### src/rtl/stopwatch_pkg.sv
// Shared definitions for the stopwatch slice: measurement FSM encoding and the system clock rate.
package stopwatch_pkg;

    localparam int unsigned CLOCK_HZ = 50000000;

    typedef enum logic [1:0] {
        IDLE,
        ARM,
        MEASURE
    } meter_state_t;

endpackage

### src/rtl/edge_synchronizer.sv
// Multi-flop synchronizer for an asynchronous level, with matched-latency rise/fall strobes.
module edge_synchronizer #(
    parameter int unsigned SYNC_STAGES = 2
) (
    input  logic clock,
    input  logic reset,
    input  logic async_in,
    output logic level,
    output logic rise,
    output logic fall
);

    logic [SYNC_STAGES-1:0] sync_q;
    logic                   hist_q;

    always_ff @(posedge clock) begin
        if (reset) begin
            sync_q <= '0;
            hist_q <= 1'b0;
        end else begin
            sync_q <= {sync_q[SYNC_STAGES-2:0], async_in};
            hist_q <= sync_q[SYNC_STAGES-1];
        end
    end

    // Both strobes derive from the same two flops, so edge-to-edge intervals are exact.
    assign level = sync_q[SYNC_STAGES-1];
    assign rise  = level & ~hist_q;
    assign fall  = ~level & hist_q;

endmodule

### src/rtl/period_meter.sv
// Measures period and high time of a slow asynchronous square wave in system-clock cycles.
module period_meter
    import stopwatch_pkg::*;
#(
    parameter int unsigned COUNT_WIDTH = 28,
    parameter int unsigned TIMEOUT     = 100000000,
    parameter int unsigned SYNC_STAGES = 2
) (
    input  logic                   clock,
    input  logic                   reset,
    input  logic                   signal_in,
    input  logic                   start,
    output logic [COUNT_WIDTH-1:0] period,
    output logic [COUNT_WIDTH-1:0] high_time,
    output logic                   valid,
    output logic                   busy,
    output logic                   timeout
);

    localparam logic [COUNT_WIDTH-1:0] MeasureLimit = COUNT_WIDTH'(TIMEOUT);
    localparam logic [COUNT_WIDTH-1:0] ArmLimit     = COUNT_WIDTH'(TIMEOUT - 1);

    meter_state_t           state;
    logic [COUNT_WIDTH-1:0] counter;
    logic [COUNT_WIDTH-1:0] high_shadow;
    logic                   sync_level;
    logic                   rise_det;
    logic                   fall_det;

    edge_synchronizer #(
        .SYNC_STAGES(SYNC_STAGES)
    ) u_sync (
        .clock   (clock),
        .reset   (reset),
        .async_in(signal_in),
        .level   (sync_level),
        .rise    (rise_det),
        .fall    (fall_det)
    );

    always_ff @(posedge clock) begin
        if (reset) begin
            state       <= IDLE;
            counter     <= '0;
            high_shadow <= '0;
            period      <= '0;
            high_time   <= '0;
            valid       <= 1'b0;
            busy        <= 1'b0;
            timeout     <= 1'b0;
        end else begin
            valid <= 1'b0;
            unique case (state)
                IDLE: begin
                    if (start) begin
                        state   <= ARM;
                        counter <= '0;
                        timeout <= 1'b0;
                        busy    <= 1'b1;
                    end
                end
                ARM: begin
                    if (rise_det) begin
                        counter <= COUNT_WIDTH'(1);
                        state   <= MEASURE;
                    end else if (counter == ArmLimit) begin
                        timeout <= 1'b1;
                        busy    <= 1'b0;
                        state   <= IDLE;
                    end else begin
                        counter <= counter + 1'b1;
                    end
                end
                MEASURE: begin
                    if (rise_det) begin
                        period    <= counter;
                        high_time <= fall_det ? counter : high_shadow;
                        valid     <= 1'b1;
                        busy      <= 1'b0;
                        state     <= IDLE;
                    end else if (counter == MeasureLimit) begin
                        // Abort keeps the previous results untouched.
                        timeout <= 1'b1;
                        busy    <= 1'b0;
                        state   <= IDLE;
                    end else begin
                        counter <= counter + 1'b1;
                        if (fall_det) begin
                            high_shadow <= counter;
                        end
                    end
                end
                default: state <= IDLE;
            endcase
        end
    end

    logic unused_level;
    assign unused_level = sync_level;

endmodule

### config.mk
export PLATFORM = sky130hd
export DESIGN_NAME = period_meter
export DESIGN_NICKNAME = d
export VERILOG_FILES = /design/src/rtl/stopwatch_pkg.sv /design/src/rtl/edge_synchronizer.sv /design/src/rtl/period_meter.sv
export SDC_FILE = /design/constraint.sdc
export NUM_CORES = 1
export LEC_CHECK = 0
export BUFFER_PORTS_ARGS = -buffer_cell sky130_fd_sc_hd__buf_2
export CAP_MARGIN = 20
export CORE_ASPECT_RATIO = 0.9
export CORE_MARGIN = 2
export CORE_UTILIZATION = 25
export CTS_CLUSTER_DIAMETER = 80
export DETAILED_ROUTE_END_ITERATION = 16
export MAX_ROUTING_LAYER = met4
export SYNTH_ARGS = -nofsm -noshare
export SYNTH_HDL_FRONTEND = slang
export SYNTH_SLANG_ARGS = --single-unit
### constraint.sdc
create_clock -name clock -period 2.8 [get_ports clock]
set_clock_uncertainty 0.15 [all_clocks]
set_input_delay 0.28 -clock clock [delete_from_list [all_inputs] [get_ports clock]]
set_output_delay 0.28 -clock clock [all_outputs]
set_load 0.005 [all_outputs]
==> metrics.txt, run 1 <==
# TYPE chip_impl_metric gauge
chip_impl_metric{name="final-hold-violation-count",unit=""} 0
chip_impl_metric{name="final-max-slew-violation-count",unit=""} 0
chip_impl_metric{name="max_slew.worst_pin.slew",unit="ns"} 0.850
chip_impl_metric{name="drcViolationCount",unit=""} 0
chip_impl_metric{name="wl_per_cell",unit="um"} 14.4
chip_impl_metric{name="final_layout_size_suffix_gt1_share",unit="%"} 19.7
chip_impl_metric{name="power.density",unit="nW/um^2"} 638
chip_impl_metric{name="global_route.overflow_total",unit=""} 0
chip_impl_metric{name="areaGrowthSynthToFinish",unit="%"} 27.2
chip_impl_metric{name="global_route.usage.met2",unit="%"} 19.7
chip_impl_metric{name="ys_async_sr_fraction",unit="%"} 0
chip_impl_metric{name="power_frac_comb",unit="%"} 4.9
chip_impl_metric{name="diodes",unit=""} 0
chip_impl_metric{name="area_share_of_the_largest_cell_type_after_synthesis",unit="%"} 48.8
chip_impl_metric{name="grt_max_degree",unit=""} 82
chip_impl_metric{name="power.clock.fraction",unit="%"} 51.8
chip_impl_metric{name="period_share",unit="%"} 93.4
chip_impl_metric{name="worstPathMaxFanout",unit=""} 24
chip_impl_metric{name="clkLatencyLatePin",unit="ns"} 0.42
chip_impl_metric{name="detail_route.iter0.violations",unit=""} 378
chip_impl_metric{name="grt_use_met3",unit="%"} 3.83
chip_impl_metric{name="ir_worst_vdd",unit="mV"} 0.383
chip_impl_info{name="post-synth-top-area-cell",value="sky130_fd_sc_hd__dfxtp_1"} 1
chip_impl_metric{name="worst_ep_arrival",unit="ns"} 2.80
chip_impl_metric{name="wirelength",unit="um"} 13600
chip_impl_metric{name="starting_density_of_the_core",unit="%"} 25.6
chip_impl_info{name="dominantRegCellSynth",value="sky130_fd_sc_hd__dfxtp_1"} 1
chip_impl_metric{name="maxCapViolCount",unit=""} 0
chip_impl_metric{name="final_area",unit="um^2"} 6260
chip_impl_info{name="root_buffer",value="sky130_fd_sc_hd__clkbuf_16"} 1
chip_impl_info{name="kind_of_critical_path",value="flip-flop to flip-flop"} 1
chip_impl_info{name="run_status",value="complete, no violations"} 1
chip_impl_info{name="rsz0062_at_grt",value="false"} 1
chip_impl_info{name="cp-startpoint",value="state[0]$_SDFFE_PP0P_"} 1
chip_impl_metric{name="timing.final.crit_period",unit="ns"} 2.62
chip_impl_metric{name="grt_pass1_vias",unit=""} 4072
chip_impl_metric{name="max_clock_freq",unit="MHz"} 382
chip_impl_info{name="clock_tree_from_tritoncts",value="done"} 1
chip_impl_info{name="critPathLaunchType",value="flip-flop"} 1
chip_impl_metric{name="max_stage_delay",unit="ns"} 0.47
chip_impl_metric{name="yosys_warnings",unit=""} 0
chip_impl_metric{name="finish.net_count",unit=""} 689
chip_impl_metric{name="num_io_pins",unit=""} 63
chip_impl_info{name="crit_path_cell_trace",value="inv_1 -> ha_1 -> nand2_1 -> o21a_1 -> buf_4 -> a211o_4 -> or4_1 -> a21oi_1"} 1
chip_impl_info{name="synth.most_common_cell",value="sky130_fd_sc_hd__nand2_1"} 1
chip_impl_metric{name="clkTransAtPathRegs",unit="ns"} 0.05
chip_impl_metric{name="setup-violations-final",unit=""} 0
chip_impl_info{name="worst_path_max_delay_cell",value="sky130_fd_sc_hd__or4_1"} 1
chip_impl_metric{name="port-buffer-count",unit=""} 62
chip_impl_metric{name="clkSinkCount",unit=""} 120
chip_impl_metric{name="detail_route.vias_per_cell",unit=""} 4.73
chip_impl_metric{name="power_switching_share",unit="%"} 22.3
chip_impl_metric{name="synth_area",unit="um^2"} 4920
chip_impl_info{name="reg2reg_from",value="state[0]$_SDFFE_PP0P_"} 1
chip_impl_metric{name="cp.required",unit="ns"} 2.99
chip_impl_metric{name="first_pass_iters",unit=""} 5
chip_impl_metric{name="synth.yosys.seq_area_share",unit="%"} 48.8
chip_impl_metric{name="gp_congestion",unit=""} 0.830
chip_impl_metric{name="postSynthRegisterBits",unit=""} 120
chip_impl_metric{name="chipHeight",unit="um"} 137
chip_impl_metric{name="dp_hpwl",unit="um"} 9040
chip_impl_metric{name="fp_rows",unit=""} 48
chip_impl_metric{name="gate_count_after_technology_mapping",unit=""} 599
chip_impl_metric{name="reg2reg_slack",unit="ns"} 0.18
chip_impl_info{name="hold_start",value="start"} 1
chip_impl_metric{name="core_area",unit="um^2"} 19200
chip_impl_metric{name="flop_pwr_share",unit="%"} 43.2
chip_impl_metric{name="design.die.area",unit="um^2"} 20800
chip_impl_metric{name="route.vias.total",unit=""} 4456
chip_impl_info{name="netlist_top_cells_area",value="sky130_fd_sc_hd__dfxtp_1 (49%), sky130_fd_sc_hd__nand2_1 (10%), sky130_fd_sc_hd__a21oi_1 (9.5%)"} 1
chip_impl_metric{name="synth_edf_count",unit=""} 0
chip_impl_info{name="grt_most_used_layer",value="met2"} 1
chip_impl_metric{name="yosys.cell_types.count",unit=""} 42
chip_impl_metric{name="cts_max_level",unit=""} 4
chip_impl_metric{name="all_layer_global_routing_usage",unit="%"} 13.6
chip_impl_metric{name="synthesis.nets",unit=""} 609
chip_impl_info{name="critical_path_capture_point_type",value="flip-flop"} 1
chip_impl_metric{name="global_route_wire_length_before_repair",unit="um"} 21800
chip_impl_metric{name="numCtsBuffers",unit=""} 17
chip_impl_metric{name="internal-power",unit="mW"} 3.10
chip_impl_metric{name="antenna_found_initial",unit=""} 0
chip_impl_metric{name="clock_path_buffers",unit=""} 2
chip_impl_metric{name="tns",unit="ns"} 0
chip_impl_metric{name="timing.slew.headroom",unit="%"} 43.3
chip_impl_metric{name="postSynthAreaPerCell",unit="um^2"} 8.22
chip_impl_metric{name="leakagePower",unit="nW"} 2.59
chip_impl_metric{name="p_sw",unit="mW"} 0.889
chip_impl_info{name="yosys-top-cells-count",value="sky130_fd_sc_hd__nand2_1 (134), sky130_fd_sc_hd__dfxtp_1 (120), sky130_fd_sc_hd__a21oi_1 (93)"} 1
chip_impl_metric{name="antenna_viol_nets_final",unit=""} 0
chip_impl_metric{name="die_width",unit="um"} 152
chip_impl_metric{name="groute.layer.met1.usage",unit="%"} 17.8
chip_impl_metric{name="power.total",unit="mW"} 3.99
chip_impl_info{name="hp-class",value="input port to flip-flop"} 1
chip_impl_metric{name="placed_area",unit="um^2"} 5680
==> power groups by stage <==
stage / logic, mW / clock network, mW / registers [mW]
finish: 0.197 / 2.07 / 1.73
global route: 0.221 / 2.19 / 1.73
CTS: 0.196 / 2.11 / 1.73
detailed placement: 0.192 / 0 / 1.76
global placement: 0.193 / 0 / 1.76
floorplan: 0.124 / 0 / 1.76
==> path summary, 6_finish.rpt <==
path	to	depth (start not counted)
worst max-delay path	counter[9]$_SDFFE_PP0P_	8
worst min-delay path	timeout$_SDFFE_PP0P_	6
worst max register to register	counter[9]$_SDFFE_PP0P_	8
worst min register to register	u_sync.sync_q[1]$_SDFF_PP0_	1
==> registers in the layout (all words and copies together) (netlist names) <==
register,count
timeout,1
state,2
valid,1
high_shadow,28
counter,28
u_sync.hist_q,1
busy,1
period,28
high_time,28
u_sync.sync_q,2
==> layer usage <==
metal | vias up | wire (um)
met3 | 21 | 922
li1 | 2222 | -
met2 | 128 | 5980
met1 | 2085 | 6470
met5 | - | 0
met4 | 0 | 201
==> critical path: cells and delay by family (launching register included) <==
family                     cells  cell delay, ns
buffers and inverters          2            0.32
DFF                            1            0.37
and+or+nand+nor                2            0.55
adders and majority gates      1            0.37
AOI/OAI and AO/OA              3            0.76
==> layout by cell type (no fill, tap or decap), drive strengths merged, types with 7 or more instances in the layout <==
master,count
clkinv,7
nor2,48
and3,7
or3,7
mux2i,28
nor2b,7
buf,103
o21ai,28
nand2,134
dfxtp,120
clkbuf,22
nand3,8
a21oi,93
==> final cells by class <==
| type | count | area, um^2 |
|---|---|---|
| multi-input cells | 431 | 2330 |
| inverters | 5 | 18.8 |
| repair buffers | 104 | 643 |
| clock buffers | 22 | 454 |
| clock inverters | 10 | 103 |
| well taps | 250 | 313 |
| flip-flops and latches | 120 | 2400 |
| fillers | 2047 | 13000 |
==> what timing repair did <==
| item | 4_1_cts | 5_1_grt |
|---|---|---|
| setup buffers | 0 | 0 |
| hold endpoints to repair | 1 | 0 |
| pin swaps | 0 | 0 |
| endpoints found under the setup margin | 1 | 1 |
| resized for setup | 1 | 2 |
| hold buffers | 1 | 0 |
==> through the flow <==
step / setup WS [ns] / instances / util (%) / hold slack [ns]
finish: 0.184 / 942 / 32.6 / 0.242
global route: 0.00894 / 942 / 32.6 / 0.307
detailed placement: -0.00218 / 909 / 29.5 / 0.293
global placement: 0.0366 / 909 / 29.5 / 0.275
CTS: 0.127 / 942 / 32.5 / 0.251
floorplan: 0.372 / 599 / - / 0.258
==> cell families (layout without fill, tap and decap cells) <==
family	after synthesis	after routing	share of synthesized area, %
AO/OA/AOI/OAI	140	140	15.3
buffers and inverters	48	141	4.27
XOR/XNOR	2	2	0.356
multiplexers	28	28	5.70
flip-flops	120	120	48.8
adder cells (fa/ha/maj)	6	6	1.53
AND/OR/NAND/NOR	255	255	24.0
(Power assumes the default switching activity.)
==> run 2: changes to the inputs <==
Settings changed: CORE_UTILIZATION 25 to 35.
==> metrics.txt, run 2 (same netlist as run 1, synthesis figures left out) <==
# TYPE chip_impl_metric gauge
chip_impl_metric{name="period_share",unit="%"} 96.2
chip_impl_metric{name="max_slew.worst_pin.slew",unit="ns"} 0.732
chip_impl_metric{name="worstPathMaxFanout",unit=""} 8
chip_impl_info{name="run_status",value="complete, no violations"} 1
chip_impl_metric{name="cts_max_level",unit=""} 4
chip_impl_metric{name="clkLatencyLatePin",unit="ns"} 0.42
chip_impl_metric{name="p_sw",unit="mW"} 0.876
chip_impl_metric{name="wirelength",unit="um"} 12800
chip_impl_metric{name="all_layer_global_routing_usage",unit="%"} 18.4
chip_impl_metric{name="flop_pwr_share",unit="%"} 39.1
chip_impl_metric{name="cts_post_setup_buffers_inserted",unit=""} 0
chip_impl_metric{name="core_area",unit="um^2"} 13900
chip_impl_metric{name="dp_hpwl",unit="um"} 8550
chip_impl_info{name="layout_common_cells",value="sky130_fd_sc_hd__nand2_1 (133), sky130_fd_sc_hd__dfxtp_1 (120), sky130_fd_sc_hd__a21oi_1 (93), sky130_fd_sc_hd__buf_2 (61), sky130_fd_sc_hd__nor2_1 (48)"} 1
chip_impl_metric{name="clkSinkCount",unit=""} 120
chip_impl_info{name="clock_tree_from_tritoncts",value="done"} 1
chip_impl_metric{name="first_pass_iters",unit=""} 5
chip_impl_info{name="kind_of_critical_path",value="flip-flop to flip-flop"} 1
chip_impl_metric{name="max_stage_delay",unit="ns"} 0.50
chip_impl_metric{name="final-hold-violation-count",unit=""} 0
chip_impl_metric{name="power.clock.fraction",unit="%"} 56.4
chip_impl_metric{name="die_width",unit="um"} 129
chip_impl_metric{name="wl_per_cell",unit="um"} 14.7
chip_impl_metric{name="power_frac_comb",unit="%"} 4.5
chip_impl_metric{name="leakagePower",unit="nW"} 2.57
chip_impl_metric{name="setup-violations-final",unit=""} 0
chip_impl_metric{name="internal-power",unit="mW"} 3.55
chip_impl_metric{name="design.die.area",unit="um^2"} 15000
chip_impl_metric{name="fp_rows",unit=""} 41
chip_impl_info{name="crit_path_cell_trace",value="inv_1 -> ha_1 -> and3b_4 -> or3_1 -> buf_4 -> a211o_1 -> or4_1 -> a21oi_1"} 1
chip_impl_info{name="critPathLaunchType",value="flip-flop"} 1
chip_impl_metric{name="power.density",unit="nW/um^2"} 712
chip_impl_metric{name="detail_route.vias_per_cell",unit=""} 5.01
chip_impl_metric{name="timing.slew.headroom",unit="%"} 51.0
chip_impl_metric{name="starting_density_of_the_core",unit="%"} 35.4
chip_impl_info{name="hp-class",value="input port to flip-flop"} 1
chip_impl_metric{name="diodes",unit=""} 0
chip_impl_metric{name="numCtsBuffers",unit=""} 17
chip_impl_metric{name="worst_ep_arrival",unit="ns"} 2.89
chip_impl_metric{name="drcViolationCount",unit=""} 0
chip_impl_metric{name="number_of_filler_instances_in_the_final_layout",unit=""} 1376
chip_impl_metric{name="tns",unit="ns"} 0
chip_impl_metric{name="cp.required",unit="ns"} 3.00
chip_impl_metric{name="finish.net_count",unit=""} 675
chip_impl_metric{name="post-place-ws",unit="ns"} -0.0281
chip_impl_info{name="grt_most_used_layer",value="met2"} 1
chip_impl_metric{name="global_route.overflow_total",unit=""} 0
chip_impl_metric{name="finish.utilization",unit="%"} 44.7
chip_impl_info{name="root_buffer",value="sky130_fd_sc_hd__clkbuf_16"} 1
chip_impl_metric{name="timing.final.crit_period",unit="ns"} 2.69
chip_impl_metric{name="seq_area",unit="um^2"} 2400
chip_impl_metric{name="power_switching_share",unit="%"} 19.8
chip_impl_metric{name="grt_pass1_vias",unit=""} 4140
chip_impl_metric{name="multi_input_gate_area",unit="um^2"} 2320
chip_impl_info{name="most_common_library_cell_in_the_layout_ignoring_fill_and_taps",value="sky130_fd_sc_hd__nand2_1"} 1
chip_impl_metric{name="chipHeight",unit="um"} 116
chip_impl_metric{name="clock_path_buffers",unit=""} 2
chip_impl_info{name="worst_path_max_delay_cell",value="sky130_fd_sc_hd__or4_1"} 1
chip_impl_metric{name="final-max-slew-violation-count",unit=""} 0
chip_impl_metric{name="global_route_wire_length_before_repair",unit="um"} 20800
chip_impl_metric{name="antenna_found_initial",unit=""} 0
chip_impl_metric{name="max_clock_freq",unit="MHz"} 371
chip_impl_metric{name="num_io_pins",unit=""} 63
chip_impl_metric{name="final_area",unit="um^2"} 6210
chip_impl_info{name="critical_path_capture_point_type",value="flip-flop"} 1
chip_impl_metric{name="antenna_viol_nets_final",unit=""} 0
chip_impl_metric{name="hold_slack",unit="ns"} 0.197
chip_impl_metric{name="postLayoutSetupSlackWorst",unit="ns"} 0.106
chip_impl_metric{name="ir_worst_vdd",unit="mV"} 0.451
chip_impl_metric{name="port-buffer-count",unit=""} 62
chip_impl_metric{name="groute.layer.met1.usage",unit="%"} 24.2
chip_impl_metric{name="global_route.usage.met2",unit="%"} 27.6
chip_impl_info{name="rsz0062_at_grt",value="false"} 1
chip_impl_metric{name="areaGrowthSynthToFinish",unit="%"} 26.2
chip_impl_metric{name="clkTransAtPathRegs",unit="ns"} 0.06
chip_impl_metric{name="maxCapViolCount",unit=""} 0
chip_impl_metric{name="placed_area",unit="um^2"} 5510
chip_impl_metric{name="route.vias.total",unit=""} 4361
chip_impl_metric{name="gp_congestion",unit=""} 0.913
chip_impl_metric{name="detail_route.iter0.violations",unit=""} 261
chip_impl_metric{name="grt_max_degree",unit=""} 63
chip_impl_metric{name="final_layout_size_suffix_gt1_share",unit="%"} 18.0
chip_impl_metric{name="grt_use_met3",unit="%"} 5.04
run 2: area by class of cell:
type,count,share of cell area [%]
Clock buffer,23,7.86
Sequential cell,120,38.7
Tap cell,193,3.89
Inverter,5,0.302
Timing Repair Buffer,90,8.87
Clock inverter,8,3.06
Multi-Input combinational cell,431,37.3
run 2: worst max-delay path: cells and delay by family, from the launching register on:
kind / cells / cell delay, ns
buffers and inverters: 2 / 0.27
adders and majority gates: 1 / 0.21
and+or+nand+nor: 3 / 1.12
DFF: 1 / 0.38
AOI/OAI and AO/OA: 2 / 0.49
run 2: worst paths after layout:
path                        startpoint                   endpoint  slack, ns  cells past startpoint
min reg2reg  high_time[3]$_SDFFE_PP0P_  high_time[3]$_SDFFE_PP0P_       0.30                      2
min                              reset   u_sync.hist_q$_SDFF_PP0_       0.20                      2
max              state[0]$_SDFFE_PP0P_    counter[9]$_SDFFE_PP0P_       0.11                      8
max reg2reg      state[0]$_SDFFE_PP0P_    counter[9]$_SDFFE_PP0P_       0.11                      8
run 2: timing repair:
action	in CTS	in global routing
endpoints found under the hold margin	1	0
hold buffers	1	0
resized for setup	1	0
endpoints found under the setup margin	1	0
run 2: power groups by stage:
stage          sequential (mW)  clock (mW)  combinational [mW]
2_1_floorplan             1.76           0               0.124
3_3_place_gp              1.76           0               0.193
3_5_place_dp              1.76           0               0.196
4_1_cts                   1.73        2.54               0.200
5_1_grt                   1.73        2.60               0.223
6_report                  1.73        2.49               0.201
run 2: per-stage QoR:
stage	total power [mW]	instances
after CTS	4.46	870
after global placement	1.95	838
final	4.42	870
after global routing	4.55	870
after detailed placement	1.96	838
after floorplan	1.89	599
run 2: routing by layer:
layer / share of wire [%] / up-vias
li1: - / 2184
met1: 50 / 2051
met2: 44 / 113
met3: 5.0 / 13
met4: 1.2 / 0
met5: 0 / -
==> run 3: changes to the inputs <==
Settings changed: CAP_MARGIN 20 to 40.
Clock period 2.8 ns to 2.7 ns, I/O delays scaled along.
==> metrics.txt, run 3 (same netlist as run 1, synthesis figures left out) <==
# TYPE chip_impl_metric gauge
chip_impl_info{name="run_status",value="complete, no violations"} 1
chip_impl_metric{name="timing.slew.headroom",unit="%"} 55.8
chip_impl_metric{name="detail_route.vias_per_cell",unit=""} 5.13
chip_impl_info{name="reg2reg_from",value="state[0]$_SDFFE_PP0P_"} 1
chip_impl_metric{name="wirelength",unit="um"} 13000
chip_impl_metric{name="final-hold-violation-count",unit=""} 0
chip_impl_metric{name="leakagePower",unit="nW"} 2.58
chip_impl_metric{name="chipHeight",unit="um"} 116
chip_impl_metric{name="multi_input_gate_area",unit="um^2"} 2330
chip_impl_metric{name="design.die.area",unit="um^2"} 15000
chip_impl_metric{name="finish.utilization",unit="%"} 44.6
chip_impl_metric{name="cp.required",unit="ns"} 2.89
chip_impl_metric{name="clkTransAtPathRegs",unit="ns"} 0.06
chip_impl_metric{name="port-buffer-count",unit=""} 62
chip_impl_metric{name="postLayoutSetupSlackWorst",unit="ns"} 0.0691
chip_impl_metric{name="timing.final.crit_period",unit="ns"} 2.63
chip_impl_metric{name="power.density",unit="nW/um^2"} 684
chip_impl_metric{name="clkSinkCount",unit=""} 120
chip_impl_info{name="layout_common_cells",value="sky130_fd_sc_hd__nand2_1 (133), sky130_fd_sc_hd__dfxtp_1 (120), sky130_fd_sc_hd__a21oi_1 (93), sky130_fd_sc_hd__buf_2 (61), sky130_fd_sc_hd__nor2_1 (48)"} 1
chip_impl_metric{name="antenna_found_initial",unit=""} 0
chip_impl_info{name="most_common_library_cell_in_the_layout_ignoring_fill_and_taps",value="sky130_fd_sc_hd__nand2_1"} 1
chip_impl_metric{name="max_slew.worst_pin.slew",unit="ns"} 0.664
chip_impl_info{name="critPathLaunchType",value="flip-flop"} 1
chip_impl_metric{name="gp_congestion",unit=""} 0.901
chip_impl_metric{name="clkLatencyLatePin",unit="ns"} 0.42
chip_impl_metric{name="ir_worst_vdd",unit="mV"} 0.501
chip_impl_metric{name="worstPathMaxFanout",unit=""} 8
chip_impl_metric{name="period_share",unit="%"} 97.4
chip_impl_metric{name="num_io_pins",unit=""} 63
chip_impl_info{name="kind_of_critical_path",value="flip-flop to flip-flop"} 1
chip_impl_metric{name="critical_path_buf_inv_count",unit=""} 2
chip_impl_info{name="clock_tree_from_tritoncts",value="done"} 1
chip_impl_info{name="hold_start",value="reset"} 1
chip_impl_metric{name="global_route.overflow_total",unit=""} 0
chip_impl_metric{name="reg2reg_slack",unit="ns"} 0.07
chip_impl_metric{name="worstHoldPathCells",unit=""} 2
chip_impl_metric{name="grt_max_degree",unit=""} 65
chip_impl_metric{name="global_route_wire_length_before_repair",unit="um"} 21200
chip_impl_metric{name="grt_pass1_vias",unit=""} 4217
chip_impl_metric{name="diodes",unit=""} 0
chip_impl_metric{name="finish.net_count",unit=""} 685
chip_impl_metric{name="all_layer_global_routing_usage",unit="%"} 18.6
chip_impl_metric{name="wl_per_cell",unit="um"} 14.8
chip_impl_metric{name="maxCapViolCount",unit=""} 0
chip_impl_metric{name="drcViolationCount",unit=""} 0
chip_impl_info{name="rsz0062_at_grt",value="true"} 1
chip_impl_metric{name="route.vias.total",unit=""} 4518
chip_impl_info{name="hp-class",value="input port to flip-flop"} 1
chip_impl_info{name="critical_path_capture_point_type",value="flip-flop"} 1
chip_impl_info{name="root_buffer",value="sky130_fd_sc_hd__clkbuf_16"} 1
chip_impl_metric{name="dp_hpwl",unit="um"} 8890
chip_impl_metric{name="starting_density_of_the_core",unit="%"} 35.4
chip_impl_metric{name="antenna_viol_nets_final",unit=""} 0
chip_impl_metric{name="max_stage_delay",unit="ns"} 0.47
chip_impl_metric{name="areaGrowthSynthToFinish",unit="%"} 26.1
chip_impl_info{name="crit-reg2reg-capture",value="counter[9]$_SDFFE_PP0P_"} 1
chip_impl_metric{name="fp_rows",unit=""} 41
chip_impl_metric{name="worst_ep_arrival",unit="ns"} 2.83
chip_impl_metric{name="seq_area",unit="um^2"} 2400
chip_impl_info{name="crit_path_cell_trace",value="inv_1 -> ha_1 -> and3b_4 -> or3_1 -> buf_4 -> a211o_4 -> or4_1 -> a21oi_1"} 1
chip_impl_metric{name="first_pass_iters",unit=""} 5
chip_impl_metric{name="reg2regPathDepth",unit=""} 8
chip_impl_metric{name="dp.cells",unit=""} 848
chip_impl_metric{name="final-instance-count-excl-fill",unit=""} 881
chip_impl_metric{name="cts_max_level",unit=""} 4
chip_impl_metric{name="detail_route.iter0.violations",unit=""} 311
chip_impl_metric{name="numCtsBuffers",unit=""} 17
chip_impl_metric{name="die_width",unit="um"} 129
chip_impl_metric{name="core_area",unit="um^2"} 13900
chip_impl_info{name="timing.critical_path.max_delay_family",value="simple AND/OR/NAND/NOR gates"} 1
chip_impl_metric{name="final_layout_size_suffix_gt1_share",unit="%"} 19.5
chip_impl_metric{name="number_of_filler_instances_in_the_final_layout",unit=""} 1404
chip_impl_metric{name="post-place-ws",unit="ns"} 0.0855
chip_impl_metric{name="max_clock_freq",unit="MHz"} 380
chip_impl_info{name="hold-path-endpoint",value="high_shadow[5]$_SDFFE_PP0P_"} 1
chip_impl_metric{name="final-max-slew-violation-count",unit=""} 0
chip_impl_metric{name="clock_path_buffers",unit=""} 2
chip_impl_info{name="worst_path_max_delay_cell",value="sky130_fd_sc_hd__or4_1"} 1
chip_impl_metric{name="setup-violations-final",unit=""} 0
run 3: worst max path at each step:
| stage | start | endpoint | slack (ns) | depth (start not counted) |
|---|---|---|---|---|
| 2_1_floorplan | state[0]$_SDFFE_PP0P_ | counter[9]$_SDFFE_PP0P_ | 0.27 | 8 |
| 3_3_place_gp | state[0]$_SDFFE_PP0P_ | counter[6]$_SDFFE_PP0P_ | -0.04 | 7 |
| 3_5_place_dp | state[0]$_SDFFE_PP0P_ | counter[9]$_SDFFE_PP0P_ | 0.09 | 8 |
| 4_1_cts | state[0]$_SDFFE_PP0P_ | counter[9]$_SDFFE_PP0P_ | 0.07 | 8 |
| 5_1_grt | state[0]$_SDFFE_PP0P_ | counter[9]$_SDFFE_PP0P_ | -0.03 | 8 |
| 6_report | state[0]$_SDFFE_PP0P_ | counter[9]$_SDFFE_PP0P_ | 0.07 | 8 |
run 3: what timing repair did:
| item | CTS | global route |
|---|---|---|
| gates resized for setup | 0 | 3 |
| endpoints found under the hold margin | 1 | 0 |
| setup endpoints to repair | 0 | 4 |
| buffers inserted | 0 | 0 |
| hold buffers | 1 | 0 |
run 3: area by class of cell:
class                      instances  area share [%]
clock buffer                      19            6.97
clock inverter                    13            2.50
inverter                           5           0.302
multi-input combinational        431            37.5
sequential                       120            38.7
tap                              193            3.89
timing repair buffer             100            10.1
run 3: power by group:
group	internal (mW)	leakage (nW)	switching (mW)
Combinational	0.0766	1.33	0.137
Sequential	1.78	0.967	0.00682
Clock	1.44	0.282	0.803
run 3: per-stage QoR:
| step | cell area (um^2) | hold WS, ns | power [mW] | TNS, ns |
|---|---|---|---|---|
| global route | 6210 | 0.239 | 4.39 | -0.0346 |
| global placement | 5580 | 0.286 | 2.03 | -0.0372 |
| floorplan | 4920 | 0.248 | 1.96 | 0 |
| detailed placement | 5590 | 0.288 | 2.03 | 0 |
| finish | 6210 | 0.217 | 4.25 | 0 |
| CTS | 6190 | 0.208 | 4.28 | 0 |
run 3: metal layers:
metal / GRT usage, % / up-vias / part of all wire (%)
met5: - / - / 0
met2: 28.7 / 144 / 46
met4: 7.54 / 0 / 1.6
met3: 4.63 / 20 / 5.2
met1: 23.6 / 2145 / 48
li1: - / 2209 / -
